<file path="src/rtl/prelu_pkg.sv">
// Shared PReLU arithmetic: round-half-up / saturate helper and the reset alpha value.
// Callers sign-extend into the 64-bit accumulator type and truncate the result.
package prelu_pkg;

  localparam int ACC_W = 64;

  // Alpha of 0.5 in a format with `frac` fractional bits.
  function automatic logic [ACC_W-1:0] default_alpha(input int frac);
    return ACC_W'(1) << (frac - 1);
  endfunction

  // floor((p + 2^(frac-1)) / 2^frac), clamped to a signed `width`-bit range.
  function automatic logic signed [ACC_W-1:0] round_sat(
    input logic signed [ACC_W-1:0] p,
    input int                      frac,
    input int                      width
  );
    logic signed [ACC_W-1:0] r;
    logic signed [ACC_W-1:0] hi;
    logic signed [ACC_W-1:0] lo;
    r  = (p + (64'sd1 <<< (frac - 1))) >>> frac;
    hi = (64'sd1 <<< (width - 1)) - 64'sd1;
    lo = -(64'sd1 <<< (width - 1));
    if (r > hi) begin
      return hi;
    end
    if (r < lo) begin
      return lo;
    end
    return r;
  endfunction

endpackage

</file>
<file path="src/rtl/prelu_alpha_rf.sv">
// Per-channel alpha register file: one synchronous write port, one combinational
// read port. Every entry resets to 0.5.
module prelu_alpha_rf
  import prelu_pkg::*;
#(
  parameter int ALPHA_WIDTH = 8,
  parameter int ALPHA_FRAC  = 7,
  parameter int CHANNELS    = 4,
  localparam int CW = (CHANNELS > 1) ? $clog2(CHANNELS) : 1
) (
  input  logic                   clk,
  input  logic                   reset,
  input  logic                   we,
  input  logic [CW-1:0]          wr_ch,
  input  logic [ALPHA_WIDTH-1:0] wr_alpha,
  input  logic [CW-1:0]          rd_ch,
  output logic [ALPHA_WIDTH-1:0] rd_alpha
);

  localparam logic [ALPHA_WIDTH-1:0] RST_ALPHA = ALPHA_WIDTH'(default_alpha(ALPHA_FRAC));

  logic [ALPHA_WIDTH-1:0] mem [CHANNELS];

  // Out-of-range write indices are dropped rather than aliased.
  always_ff @(posedge clk or negedge reset) begin
    if (!reset) begin
      for (int i = 0; i < CHANNELS; i++) begin
        mem[i] <= RST_ALPHA;
      end
    end else if (we && (int'(wr_ch) < CHANNELS)) begin
      mem[wr_ch] <= wr_alpha;
    end
  end

  assign rd_alpha = (int'(rd_ch) < CHANNELS) ? mem[rd_ch] : '0;

endmodule

</file>
<file path="src/rtl/prelu_pipe.sv">
// Two-stage PReLU over channel-interleaved samples: S1 captures x and its alpha,
// S2 holds the rounded/saturated result. Full throughput with backpressure.
module prelu_pipe
  import prelu_pkg::*;
#(
  parameter int WIDTH       = 8,
  parameter int ALPHA_WIDTH = 8,
  parameter int ALPHA_FRAC  = 7,
  parameter int CHANNELS    = 4,
  localparam int CW = (CHANNELS > 1) ? $clog2(CHANNELS) : 1
) (
  input  logic                    clk,
  input  logic                    reset,
  input  logic                    cfg_we,
  input  logic [CW-1:0]           cfg_ch,
  input  logic [ALPHA_WIDTH-1:0]  cfg_alpha,
  input  logic                    in_valid,
  output logic                    in_ready,
  input  logic signed [WIDTH-1:0] in_data,
  input  logic                    in_last,
  output logic                    out_valid,
  input  logic                    out_ready,
  output logic signed [WIDTH-1:0] out_data,
  output logic [CW-1:0]           out_ch,
  output logic                    out_last
);

  localparam int PW = WIDTH + ALPHA_WIDTH + 1;

  // Handshake: a beat moves on a rising edge where valid && ready; a producer
  // holding valid keeps its data stable until that edge, and ready never waits on valid.

  logic                    rdy_en;
  logic [CW-1:0]           ch_cnt;
  logic [ALPHA_WIDTH-1:0]  rd_alpha;
  logic                    accept;
  logic                    s2_load;

  logic                    s1_valid;
  logic signed [WIDTH-1:0] s1_x;
  logic [ALPHA_WIDTH-1:0]  s1_alpha;
  logic [CW-1:0]           s1_ch;
  logic                    s1_last;

  logic                    s2_valid;
  logic signed [WIDTH-1:0] s2_y;
  logic [CW-1:0]           s2_ch;
  logic                    s2_last;

  logic signed [PW-1:0]    x_ext;
  logic signed [PW-1:0]    a_ext;
  logic signed [PW-1:0]    prod;
  logic signed [WIDTH-1:0] y_next;

  assign s2_load  = !s2_valid || out_ready;
  assign in_ready = rdy_en && (!s1_valid || s2_load);
  assign accept   = in_valid && in_ready;

  prelu_alpha_rf #(
    .ALPHA_WIDTH (ALPHA_WIDTH),
    .ALPHA_FRAC  (ALPHA_FRAC),
    .CHANNELS    (CHANNELS)
  ) u_alpha_rf (
    .clk      (clk),
    .reset    (reset),
    .we       (cfg_we),
    .wr_ch    (cfg_ch),
    .wr_alpha (cfg_alpha),
    .rd_ch    (ch_cnt),
    .rd_alpha (rd_alpha)
  );

  // Holds in_ready low until the first edge after reset is released.
  always_ff @(posedge clk or negedge reset) begin
    if (!reset) begin
      rdy_en <= 1'b0;
    end else begin
      rdy_en <= 1'b1;
    end
  end

  always_ff @(posedge clk or negedge reset) begin
    if (!reset) begin
      ch_cnt <= '0;
    end else if (accept) begin
      if (in_last || (ch_cnt == CW'(CHANNELS - 1))) begin
        ch_cnt <= '0;
      end else begin
        ch_cnt <= ch_cnt + 1'b1;
      end
    end
  end

  // Alpha is sampled at accept, so a same-cycle cfg write is seen only by later beats.
  always_ff @(posedge clk or negedge reset) begin
    if (!reset) begin
      s1_valid <= 1'b0;
      s1_x     <= '0;
      s1_alpha <= '0;
      s1_ch    <= '0;
      s1_last  <= 1'b0;
    end else if (accept) begin
      s1_valid <= 1'b1;
      s1_x     <= in_data;
      s1_alpha <= rd_alpha;
      s1_ch    <= ch_cnt;
      s1_last  <= in_last;
    end else if (s2_load) begin
      s1_valid <= 1'b0;
    end
  end

  always_comb begin
    x_ext  = PW'(s1_x);
    a_ext  = PW'($signed({1'b0, s1_alpha}));
    prod   = x_ext * a_ext;
    y_next = s1_x;
    if (s1_x[WIDTH-1]) begin
      y_next = WIDTH'(round_sat({{(ACC_W - PW){prod[PW-1]}}, prod}, ALPHA_FRAC, WIDTH));
    end
  end

  always_ff @(posedge clk or negedge reset) begin
    if (!reset) begin
      s2_valid <= 1'b0;
      s2_y     <= '0;
      s2_ch    <= '0;
      s2_last  <= 1'b0;
    end else if (s2_load) begin
      s2_valid <= s1_valid;
      if (s1_valid) begin
        s2_y    <= y_next;
        s2_ch   <= s1_ch;
        s2_last <= s1_last;
      end
    end
  end

  assign out_valid = s2_valid;
  assign out_data  = s2_y;
  assign out_ch    = s2_ch;
  assign out_last  = s2_last;

endmodule
</file>
<file path="config.mk">
export PLATFORM = sky130hd
export DESIGN_NAME = prelu_pipe
export DESIGN_NICKNAME = d
export VERILOG_FILES = /design/src/rtl/prelu_pkg.sv /design/src/rtl/prelu_alpha_rf.sv /design/src/rtl/prelu_pipe.sv
export SDC_FILE = /design/constraint.sdc
export NUM_CORES = 1
export LEC_CHECK = 0
export BUFFER_PORTS_ARGS = -buffer_cell sky130_fd_sc_hd__buf_2
export CORE_MARGIN = 4
export CORE_UTILIZATION = 55
export CTS_CLUSTER_DIAMETER = 120
export DETAILED_ROUTE_END_ITERATION = 10
export PLACE_DENSITY = 0.74
export SLEW_MARGIN = 10
export SYNTH_ARGS = -nofsm -noshare
export SYNTH_HDL_FRONTEND = slang
export SYNTH_SLANG_ARGS = --single-unit
</file>
<file path="constraint.sdc">
create_clock -name clk -period 9.2 [get_ports clk]
set_clock_uncertainty 0.2 [all_clocks]
set_input_delay 0.46 -clock clk [delete_from_list [all_inputs] [get_ports clk]]
set_output_delay 0.46 -clock clk [all_outputs]
set_load 0.05 [all_outputs]
</file>
# After elaboration in Yosys (flattened, before gate mapping)
# Cells that the tools add are included.
# op_classes
order_cmp	5
n_eq_ne	1
n_reduce_logical	10
shifts	0
div_mod_pow	0
n_bitwise	2
n_addsub	2
muxes	19
n_mul	1
# op_table
op	n
8-bit 2-to-1 mux	8
32-bit bitwise mux	1
17-bit by 8-bit adder with 18-bit output, second input constant	1
8-bit by 9-bit multiplier with 17-bit output	1
8-bit binary-select mux with 2-bit select	1
8-bit demux with 2-bit select	1
11-bit by 8-bit > comparator with 1-bit output, second input constant	1
11-bit by 8-bit < comparator with 1-bit output, second input constant	1
1-bit 2-to-1 mux	7
3-bit greater-or-equal comparator, second input constant	2
2-bit NOT with 3-bit output	2
1-bit logical AND	3
1-bit logical OR	3
3-bit by 1-bit < comparator with 1-bit output, second input constant	1
2-bit by 1-bit adder with 2-bit output, second input constant	1
2-bit equality test, second input constant	1
1-bit logical NOT	2
2-bit 2-to-1 mux	1
2-bit AND reduction	1
2-bit nonzero test	1
# word_totals
latch_bits	0
mem_count	0
regBits	67
mem_bits_rw	0
romBits	0

# Logic depth before layout (Yosys ltp)
# Gate-level depths: netlist of run 1.
# logic_depth
depth_word	10
ltp_mapped	18
ltp_nobuf	17

# Cells and area by module
# A second synthesis of run 1 with hierarchy kept.
# unflattened
cells_unflattened	443
area_unflattened_um2	5008.6
# modules_own_cells
module	cells_per_inst	area_each_um2	instances	seq_area_each_um2
prelu_pipe	365	3602.2	1	875.8
prelu_alpha_rf	78	1406.3	1	805.8

# Worst setup path after synthesis of run 1
# Ideal clock, no wire load.
# synth_path
path_kind	reg2reg
start	register s1_x[7]
end	register s2_y[4] (netlist: out_data[4])
synth_period_minus_slack_ns	5.645
required_time_ns	8.906
stages_incl_launch_ff	19
n_path_buf	1
arrival_time_ns	5.351
path_slack_ns	3.555
path_cell_list	dfrtp_1 -> clkbuf_1 -> inv_1 -> nor2_1 -> fa_1 -> fa_1 -> fa_1 -> inv_1 -> fa_1 -> inv_1 -> ha_1 -> a21oi_2 -> o21ai_1 -> a2111o_1 -> a2111oi_4 -> nor3_2 -> o41ai_4 -> nand3_1 -> a221oi_2
# synth_via
elab_chain_len	9
word_cells_on_any_way	13
cone_classes	add/sub: 1; mul: 1; order compare: 2; mux: 9
# synth_rtl
item	line	rtl
start, declared	prelu_pipe.sv:40	logic signed [WIDTH-1:0] s1_x;
start signal, assigned	prelu_pipe.sv:104	s1_x <= in_data;
8-bit by 9-bit multiplier with 17-bit output	prelu_pipe.sv:116	prod = x_ext * a_ext;
17-bit by 8-bit adder with 18-bit output	prelu_pkg.sv:21	r = (p + (64'sd1 <<< (frac - 1))) >>> frac;
11-bit by 8-bit < comparator with 1-bit output	prelu_pkg.sv:27	if (r < lo) begin
1-bit 2-to-1 mux (2 in series)	prelu_pkg.sv:27	
1-bit 2-to-1 mux	prelu_pipe.sv:118	if (s1_x[WIDTH-1]) begin
8-bit 2-to-1 mux	prelu_pkg.sv:30	return r;
8-bit 2-to-1 mux	prelu_pkg.sv:27	
8-bit 2-to-1 mux (*)	prelu_pipe.sv:118	
end signal, assigned	prelu_pipe.sv:132	s2_y <= y_next;
end, declared	prelu_pipe.sv:46	logic signed [WIDTH-1:0] s2_y;
# Mark *: on every way between the ends. The rest lies on a longest branch, timed or not. The select of a mux whose other input is x is not followed.
# A chain may end at the register's enable or synchronous reset.

# Worst setup path in the final report of run 1
# layout_path
start	register s1_x[7]
end	register s2_y[3] (netlist: out_data[3])
# Same word-level chain as after synthesis.

==> results.py, run 1 <==
metrics = {
    "routing": {
        "wl_met1_um": 4370,
        "totalWireLength_um": 9950,
        "top_layer": "met4",
        "wire_per_inst_um": 16.6,
        "ant_nets": 0,
        "drcViolationCount": 0,
        "first_iter_violations": 161,
        "wl_met2_um": 5210,
        "dr.pass1.iters": 4,
        "vias": 3360,
        "route.met3.wl_um": 299,
        "viasPerCell": 5.61,
    },
    "synthesis": {
        "yosysSeqAreaShare_pct": 33.5,
        "synth_flop_cell": "dfrtp_1",
        "async_reset_ff_share_pct": 100,
        "synth_edf_count": 0,
        "synthSimpleGateAreaFrac_pct": 13.8,
        "synth_area_um2": 5020,
        "synth_compound_area_share_pct": 6.65,
        "yosys_warnings": 0,
        "syn_inst": 449,
        "synthAdderAreaFrac_pct": 24.6,
        "synth_top_family_by_area": "adder cells",
        "synth_nets": 550,
        "synth_cell_types": 47,
        "synth_area_leaders": "dfrtp_1 (31%), fa_1 (14%), mux2_2 (12%), ha_1 (10%), and2_1 (4.6%)",
        "synth_top_area_cell": "dfrtp_1",
        "ys_ff_latch": 67,
        "synth_top_area_share_pct": 31.4,
        "synth.most_common_cell": "dfrtp_1",
        "synth_xor_area_share_pct": 1.22,
        "synth_area_per_cell_um2": 11.2,
        "synth_common_cells": "dfrtp_1 (63), mux2_2 (54), inv_1 (49)",
        "synth_mux_area_share_pct": 15.7,
    },
    "timing": {
        "fmax_mhz": 167,
        "slew_headroom_pct": 38.1,
        "worst_slack_ns": 3.23,
        "fin_crit_sh_pct": 64.9,
        "slew_viol_final": 0,
        "finalCriticalPeriod_ns": 5.97,
        "setup_viol": 0,
        "rsz0062_at_grt": "false",
        "finalSetupTns_ns": 0,
        "tightest_slew_ns": 0.926,
        "hold_violations": 0,
        "timing.hold.ws_ns": 0.0795,
    },
    "worst_setup_path": {
        "crit_path_end": "out_data[3]$_DFFE_PN0P_",
        "slowest_delay_ns": 0.59,
        "cp-end-kind": "flop",
        "worstPathRequired_ns": 9.18,
        "crit_chain": "inv_1 > nor2_1 > fa_1 > fa_1 > fa_1 > inv_1 > fa_1 > inv_1 > ha_1 > a21oi_2 > o21ai_1 > a2111o_1 > and3_2 > nor3_2 > o211ai_1 > a21oi_1 > a221oi_1",
        "startpoint_type": "flop",
        "cp_data_arrival_time_ns": 5.95,
        "worstRegToRegCells": 17,
        "worstReg2RegEnd": "out_data[3]$_DFFE_PN0P_",
        "worstPathMaxFanout": 13,
        "startpoint": "s1_x[7]$_DFFE_PN0P_",
        "cpMaxStageDelayCell": "dfrtp_1",
        "rr_startpoint": "s1_x[7]$_DFFE_PN0P_",
        "worstSetupPathType": "reg2reg",
        "path_common_cell": "fa_1",
        "ff2ff_setup_slack_ns": 3.23,
    },
    "clocking": {
        "cts-htree-levels": 3,
        "worstSkewPairLatency_ns": 0.34,
        "cts_setup_buffers": 0,
        "cts.sinks": 67,
        "root_buffer": "clkbuf_8",
        "clk_path_buf_depth": 2,
        "cts_resized": 0,
        "cts_tree": "done",
        "cts.clk_slew.worst_paths_ns": 0.08,
        "hold_buffers": 0,
        "cts_made_buffers": 9,
    },
    "grt": {
        "grt_overflow": 0,
        "first_global_vias": 3528,
        "grt_use_total_pct": 20.0,
        "grt_max_degree": 68,
        "antenna_found_initial": 0,
        "grt_pass1_wl_um": 17600,
    },
    "placement": {
        "routabilityCongestion": 0.842,
        "place_area_um2": 5310,
        "place_ws_ns": 3.24,
        "hpwl_um": 7770,
        "io_buffer_count": 36,
    },
    "floorplanning": {
        "fp.dieW_um": 104,
        "core-area_um2": 8810,
        "die-area_um2": 10700,
        "die_y_um": 104,
        "initial_core_util_pct": 57.0,
        "io-pin-count": 37,
        "fp-row-count": 34,
    },
    "cells_and_area": {
        "areaGrowthSynthToFinish_pct": 10.5,
        "n_antenna_cell": 0,
        "nets": 587,
        "drive_gt1_share_pct": 26.1,
        "stdcell_area_um2": 5550,
    },
    "run_status": {
        "status": "finished clean",
    },
    "hold_path": {
        "worstHoldPathType": "in2async",
    },
    "job": {
        "cap_violations": 0,
    },
}
-- worst min-delay path by stage --
| stage | slack [ns] | to | start |
|---|---|---|---|
| final | 0.08 | u_alpha_rf.mem[10]$_DFFE_PN0P_ | reset |
| after global routing | 0.13 | s1_x[6]$_DFFE_PN0P_ | in_data[6] |
| after CTS | 0.10 | u_alpha_rf.mem[10]$_DFFE_PN0P_ | reset |
| after detailed placement | 0.29 | out_data[7]$_DFFE_PN0P_ | out_data[7]$_DFFE_PN0P_ |
| after global placement | 0.28 | out_data[7]$_DFFE_PN0P_ | out_data[7]$_DFFE_PN0P_ |
| after floorplan | -0.04 | ch_cnt[0]$_DFFE_PN0P_ | reset |
-- critical path, delay by kind of cell, from the launching register on --
| kind | cells | cell delay, ns |
|---|---|---|
| AND/OR/NAND/NOR | 3 | 0.71 |
| AO/OA/AOI/OAI | 6 | 1.60 |
| buffers and inverters | 3 | 0.33 |
| adder cells (fa/ha/maj) | 5 | 2.38 |
| flip-flops | 1 | 0.59 |
-- cells by family (layout without fill, tap and decap cells) --
kind of cell / count (synthesis) / after routing
multiplexers: 62 / 62
flip-flops: 67 / 67
adder cells (fa/ha/maj): 77 / 77
buffers and inverters: 61 / 103
AND/OR/NAND/NOR: 135 / 135
AO/OA/AOI/OAI: 39 / 39
XOR/XNOR: 7 / 7
other: 1 / 1
-- sequential cells by signal (all words and copies together) (netlist names) --
signal and cells:
u_alpha_rf.mem 32, s1_valid 1, ch_cnt 2, s1_ch 2, out_last 1, out_data 8, s1_alpha 8, rdy_en 1
out_valid 1, s1_last 1, out_ch 2, s1_x 8
-- layer usage --
| layer | GRT usage, % | vias up |
|---|---|---|
| met1 | 26.9 | 1690 |
| li1 | - | 1598 |
| met4 | 5.32 | 0 |
| met3 | 3.23 | 6 |
| met2 | 33.8 | 66 |
| met5 | 0 | - |
-- final cells by class --
| class | count | area (um^2) |
|---|---|---|
| well taps | 108 | 135 |
| flip-flops and latches | 67 | 1680 |
| multi-input cells | 321 | 3110 |
| repair buffers | 38 | 195 |
| clock buffers | 10 | 128 |
| fillers | 697 | 3250 |
| clock inverters | 6 | 115 |
| inverters | 49 | 184 |
-- per-stage QoR --
| stage | cells | utilization (%) |
|---|---|---|
| finish | 599 | 63.0 |
| global route | 599 | 63.0 |
| CTS | 599 | 63.0 |
| detailed placement | 583 | 60.3 |
| global placement | 583 | 60.3 |
| floorplan | 449 | - |
-- layout by cell type (no fill, tap or decap), types with 2 or more instances in the layout --
master	n
buf_2	36
o21ai_0	4
a211oi_1	3
nor4_1	2
nand2b_1	6
mux4_2	8
nor2b_1	2
buf_4	2
ha_1	41
a21oi_2	3
dfstp_2	4
dfrtp_1	63
fa_1	36
a21o_1	3
nand3_1	5
and3_1	4
a221oi_1	6
nor2_1	29
clkbuf_8	9
a21oi_1	7
inv_1	49
nor3_1	5
clkinv_4	2
nand2_1	34
and2_1	37
mux2_2	54
xnor2_1	5
nand3b_1	5
bufinv_16	3
xor2_1	2
Power of run 1 is left out: the tool's default activity adds up to more than one toggle a clock period on the data nets, which glitch-free logic cannot reach.
==> inputs of run 2 (changes only) <==
==> constraint.sdc (replaced) <==
create_clock -name clk -period 6 [get_ports clk]
set_clock_uncertainty 0.2 [all_clocks]
set_input_delay 0.3 -clock clk [delete_from_list [all_inputs] [get_ports clk]]
set_output_delay 0.3 -clock clk [all_outputs]
set_load 0.05 [all_outputs]
==> results.py, run 2 (synthesized netlist as in run 1, its figures left out) <==
metrics = {
    "cells_and_area": {
        "largest_reg_flops": 32,
        "nets": 597,
        "stdcell_area_um2": 5590,
        "final_common_cell": "dfrtp_1",
        "drive_gt1_share_pct": 27.1,
        "areaGrowthSynthToFinish_pct": 11.2,
        "n_antenna_cell": 0,
        "regMostFlops": "u_alpha_rf.mem",
        "layout_common_cells": "dfrtp_1 (61), mux2_2 (54), inv_1 (48)",
    },
    "floorplanning": {
        "die_y_um": 104,
        "core-area_um2": 8810,
        "initial_core_util_pct": 57.0,
        "die-area_um2": 10700,
        "io-pin-count": 37,
        "fp.dieW_um": 104,
        "fp-row-count": 34,
    },
    "placement": {
        "place_area_um2": 5330,
        "io_buffer_count": 36,
        "hpwl_um": 7890,
        "place_ws_ns": 0.165,
        "routabilityCongestion": 0.867,
    },
    "clocking": {
        "worstSkewPairLatency_ns": 0.34,
        "clk_path_buf_depth": 2,
        "cts.sinks": 67,
        "cts_tree": "done",
        "root_buffer": "clkbuf_8",
        "cts-htree-levels": 3,
        "cts_made_buffers": 9,
        "cts.clk_slew.worst_paths_ns": 0.08,
    },
    "timing": {
        "timing.hold.ws_ns": 0.0185,
        "hold_violations": 0,
        "setup_viol": 0,
        "slew_headroom_pct": 36.4,
        "finalCriticalPeriod_ns": 5.70,
        "finalSetupTns_ns": 0,
        "fin_crit_sh_pct": 95.0,
        "tightest_slew_ns": 0.951,
        "rsz0062_at_grt": "false",
        "worst_slack_ns": 0.299,
        "slew_viol_final": 0,
        "fmax_mhz": 175,
    },
    "routing": {
        "totalWireLength_um": 10100,
        "first_iter_violations": 129,
        "ant_nets": 0,
        "dr.pass1.iters": 4,
        "viasPerCell": 5.63,
        "wire_per_inst_um": 16.6,
        "vias": 3431,
        "drcViolationCount": 0,
    },
    "worst_setup_path": {
        "startpoint_type": "flop",
        "worstPathMaxFanout": 9,
        "path_common_cell": "fa_1",
        "worst-path-buf-inv": 2,
        "worstPathRequired_ns": 6.05,
        "worstSetupPathType": "reg2reg",
        "cpMaxStageDelayCell": "fa_1",
        "cp-end-kind": "flop",
        "cp_num_cells": 16,
        "worstRegToRegCells": 16,
        "crit_chain": "and2_1 > fa_1 > fa_1 > fa_1 > inv_1 > fa_1 > inv_1 > ha_1 > nand2_1 > nor2_1 > a2111o_1 > a2111oi_4 > nor3_2 > o41ai_4 > nand3_1 > a221oi_2",
        "cp_data_arrival_time_ns": 5.75,
        "slowest_delay_ns": 0.56,
        "cp_top_family": "adder cells",
    },
    "grt": {
        "grt_use_total_pct": 20.3,
        "grt_overflow": 0,
        "grt_max_degree": 68,
        "first_global_vias": 3662,
        "antenna_found_initial": 0,
        "grt_pass1_wl_um": 17800,
    },
    "hold_path": {
        "worstHoldPathType": "in2reg",
        "hold_depth": 2,
    },
    "run_status": {
        "status": "finished clean",
    },
    "job": {
        "cap_violations": 0,
    },
}
run 2: cell types whose count changed in the layout (fill, tap and decap cells not counted), sizes merged:
cell         before  now
clkbuf           10    9
dlygate4sd3       0    7
clkinvlp          1    3
clkinv            2    3
buf              38   41
inv              49   50
bufinv            3    0
run 2: final timing paths:
check,from,endpoint,slack (ns)
worst max-delay path,s1_alpha[2]$_DFFE_PN0P_,out_data[4]$_DFFE_PN0P_,0.30
worst min-delay path,in_data[5],s1_x[5]$_DFFE_PN0P_,0.02
worst max register to register,s1_alpha[2]$_DFFE_PN0P_,out_data[4]$_DFFE_PN0P_,0.30
worst min register to register,out_data[7]$_DFFE_PN0P_,out_data[7]$_DFFE_PN0P_,0.30
max in group asynchronous,reset,s1_x[4]$_DFFE_PN0P_,4.56
min in group asynchronous,reset,u_alpha_rf.mem[25]$_DFFE_PN0P_,0.48
run 2: per-layer routing:
metal	track usage, %	vias up	share of wire (%)
met5	0	-	0
met2	34.6	67	50
li1	-	1615	-
met4	7.69	0	2.7
met3	3.23	18	3.2
met1	26.3	1731	44
run 2: worst register-to-register path: cells and delay by family (launching register included):
family	cells	cell delay, ns
adder cells (fa/ha/maj)	5	2.49
AND/OR/NAND/NOR	5	0.71
AO/OA/AOI/OAI	4	1.62
buffers and inverters	2	0.10
flip-flops	1	0.49
run 2: through the flow:
stage / std cells / util (%)
final: 609 / 63.4
after global routing: 609 / 63.4
after CTS: 609 / 63.4
after detailed placement: 586 / 60.5
after global placement: 586 / 60.5
after floorplan: 449 / -
run 2: layout make-up:
| class | count | area (um^2) |
|---|---|---|
| clock buffers | 9 | 124 |
| clock inverters | 7 | 53.8 |
| fillers | 695 | 3220 |
| inverters | 49 | 184 |
| multi-input cells | 321 | 3120 |
| flip-flops and latches | 67 | 1680 |
| well taps | 108 | 135 |
| repair buffers | 48 | 288 |
run 2: timing repair:
| action | 4_1_cts | 5_1_grt |
|---|---|---|
| setup endpoints to repair | 0 | 7 |
| hold endpoints to repair | 69 | 0 |
| setup buffers | 0 | 0 |
| hold buffers | 7 | 0 |
| gates resized for setup | 0 | 5 |
Power of run 2 is left out for the same reason.
==> inputs of run 3 (changes only) <==
--- a/config.mk
+++ b/config.mk
@@ -10,7 +10,7 @@
 export CORE_UTILIZATION = 55
 export CTS_CLUSTER_DIAMETER = 120
 export DETAILED_ROUTE_END_ITERATION = 10
-export PLACE_DENSITY = 0.74
+export PLACE_DENSITY = 0.77
 export SLEW_MARGIN = 10
 export SYNTH_ARGS = -nofsm -noshare
 export SYNTH_HDL_FRONTEND = slang
==> results.py, run 3 (synthesized netlist as in run 1, its figures left out) <==
metrics = {
    "floorplanning": {
        "die-area_um2": 10700,
        "io-pin-count": 37,
        "fp-row-count": 34,
        "initial_core_util_pct": 57.0,
        "fp.dieW_um": 104,
        "die_y_um": 104,
        "core-area_um2": 8810,
    },
    "worst_setup_path": {
        "cp-end-kind": "flop",
        "startpoint": "s1_x[4]$_DFFE_PN0P_",
        "worstReg2RegEnd": "out_data[2]$_DFFE_PN0P_",
        "startpoint_type": "flop",
        "rr_startpoint": "s1_x[4]$_DFFE_PN0P_",
        "worstPathMaxFanout": 10,
        "worstPathRequired_ns": 6.03,
        "cpMaxStageDelayCell": "fa_1",
        "cp_top_family": "adder cells",
        "crit_chain": "and2_1 > fa_1 > fa_1 > fa_1 > inv_1 > fa_1 > inv_1 > ha_1 > nand2_1 > nor2_1 > a2111o_1 > a2111oi_4 > nor3_2 > o41ai_4 > nand2_1 > a221oi_1",
        "worstRegToRegCells": 16,
        "worst-path-buf-inv": 2,
        "cp_data_arrival_time_ns": 5.70,
        "slowest_delay_ns": 0.56,
        "worstSetupPathType": "reg2reg",
        "ff2ff_setup_slack_ns": 0.33,
        "path_common_cell": "fa_1",
    },
    "cells_and_area": {
        "final_common_cell": "dfrtp_1",
        "finalNonFillerCells": 608,
        "regMostFlops": "u_alpha_rf.mem",
        "largest_reg_flops": 32,
        "nets": 596,
        "layout_common_cells": "dfrtp_1 (63), mux2_2 (54), inv_1 (48)",
        "drive_gt1_share_pct": 26.4,
        "n_antenna_cell": 0,
        "stdcell_area_um2": 5620,
        "fillers": 675,
        "areaGrowthSynthToFinish_pct": 12.0,
    },
    "clocking": {
        "cts.clk_slew.worst_paths_ns": 0.07,
        "cts_made_buffers": 9,
        "cts.sinks": 67,
        "root_buffer": "clkbuf_8",
        "clk_path_buf_depth": 2,
        "worstSkewPairLatency_ns": 0.35,
        "cts_tree": "done",
        "cts-htree-levels": 3,
    },
    "routing": {
        "wire_per_inst_um": 16.5,
        "viasPerCell": 5.71,
        "first_iter_violations": 129,
        "vias": 3474,
        "drcViolationCount": 0,
        "dr.pass1.iters": 4,
        "ant_nets": 0,
        "totalWireLength_um": 10000,
    },
    "grt": {
        "first_global_vias": 3702,
        "grt_overflow": 0,
        "grt_use_total_pct": 20.2,
        "grt_max_degree": 68,
        "grt_pass1_wl_um": 17700,
        "antenna_found_initial": 0,
    },
    "timing": {
        "finalCriticalPeriod_ns": 5.67,
        "tightest_slew_ns": 1.00,
        "fin_crit_sh_pct": 94.5,
        "setup_viol": 0,
        "rsz0062_at_grt": "false",
        "worst_slack_ns": 0.329,
        "finalSetupTns_ns": 0,
        "slew_viol_final": 0,
        "slew_headroom_pct": 33.1,
        "fmax_mhz": 176,
        "hold_violations": 0,
    },
    "placement": {
        "routabilityCongestion": 0.902,
        "io_buffer_count": 36,
        "place_ws_ns": 0.239,
        "place_area_um2": 5320,
        "hpwl_um": 7730,
        "dp.cells": 585,
    },
    "run_status": {
        "status": "finished clean",
    },
    "hold_path": {
        "hold_depth": 2,
        "worstHoldPathType": "in2reg",
        "holdCritStartpoint": "in_data[5]",
        "hold_end": "s1_x[5]$_DFFE_PN0P_",
    },
    "job": {
        "cap_violations": 0,
    },
}
==> run 3: changes by cell type in the layout (fill, tap and decap cells not counted), sizes merged <==
cell      delta
clkinvlp     -2
clkinv       -2
clkbuf       +2
buf          -1
bufinv       +2
==> run 3: timing repair <==
item | in CTS | in global routing
resized for setup | 0 | 2
hold buffers | 7 | 0
endpoints found under the setup margin | 0 | 7
hold endpoints to repair | 69 | 0
buffers inserted | 0 | 0
==> run 3: how the worst max path moves through the flow <==
| stage | cells past startpoint | slack (ns) | end |
|---|---|---|---|
| 4_1_cts | 17 | 0.22 | out_data[2]$_DFFE_PN0P_ |
| 3_5_place_dp | 17 | 0.24 | out_data[2]$_DFFE_PN0P_ |
| 3_3_place_gp | 17 | 0.32 | out_data[4]$_DFFE_PN0P_ |
| 6_report | 16 | 0.33 | out_data[2]$_DFFE_PN0P_ |
| 2_1_floorplan | 18 | 0.35 | out_data[4]$_DFFE_PN0P_ |
| 5_1_grt | 17 | 0.06 | out_data[2]$_DFFE_PN0P_ |
==> run 3: routing by layer <==
metal / up-vias / routed length [um] / global-route usage (%)
li1: 1617 / - / -
met1: 1754 / 4250 / 26.0
met2: 84 / 5140 / 34.8
met3: 19 / 423 / 2.80
met4: 0 / 225 / 7.79
met5: - / 0 / 0
==> run 3: area by class of cell <==
class	count	area, um^2	area share, %
Clock buffer	11	141	2.51
Clock inverter	5	85.1	1.51
Inverter	49	184	3.27
Multi-Input combinational cell	321	3120	55.4
Sequential cell	67	1680	29.9
Tap cell	108	135	2.40
Timing Repair Buffer	47	280	4.98
==> run 3: worst register-to-register path, stage by stage (launching register included) <==
cell       delay, ns
dfrtp_1         0.50
and2_1          0.24
fa_1            0.56
fa_1            0.44
fa_1            0.54
inv_1           0.05
fa_1            0.53
inv_1           0.05
ha_1            0.37
nand2_1         0.11
nor2_1          0.05
a2111o_1        0.53
a2111oi_4       0.34
nor3_2          0.11
o41ai_4         0.45
nand2_1         0.14
a221oi_1        0.35
==> run 3: metrics by stage <==
stage / util [%] / hold WS (ns)
6_report: 63.9 / 0.0192
5_1_grt: 63.9 / 0.0103
4_1_cts: 63.8 / 0.00524
3_5_place_dp: 60.5 / 0.279
3_3_place_gp: 60.5 / 0.271
2_1_floorplan: - / -0.196
Power of run 3 is left out for the same reason.
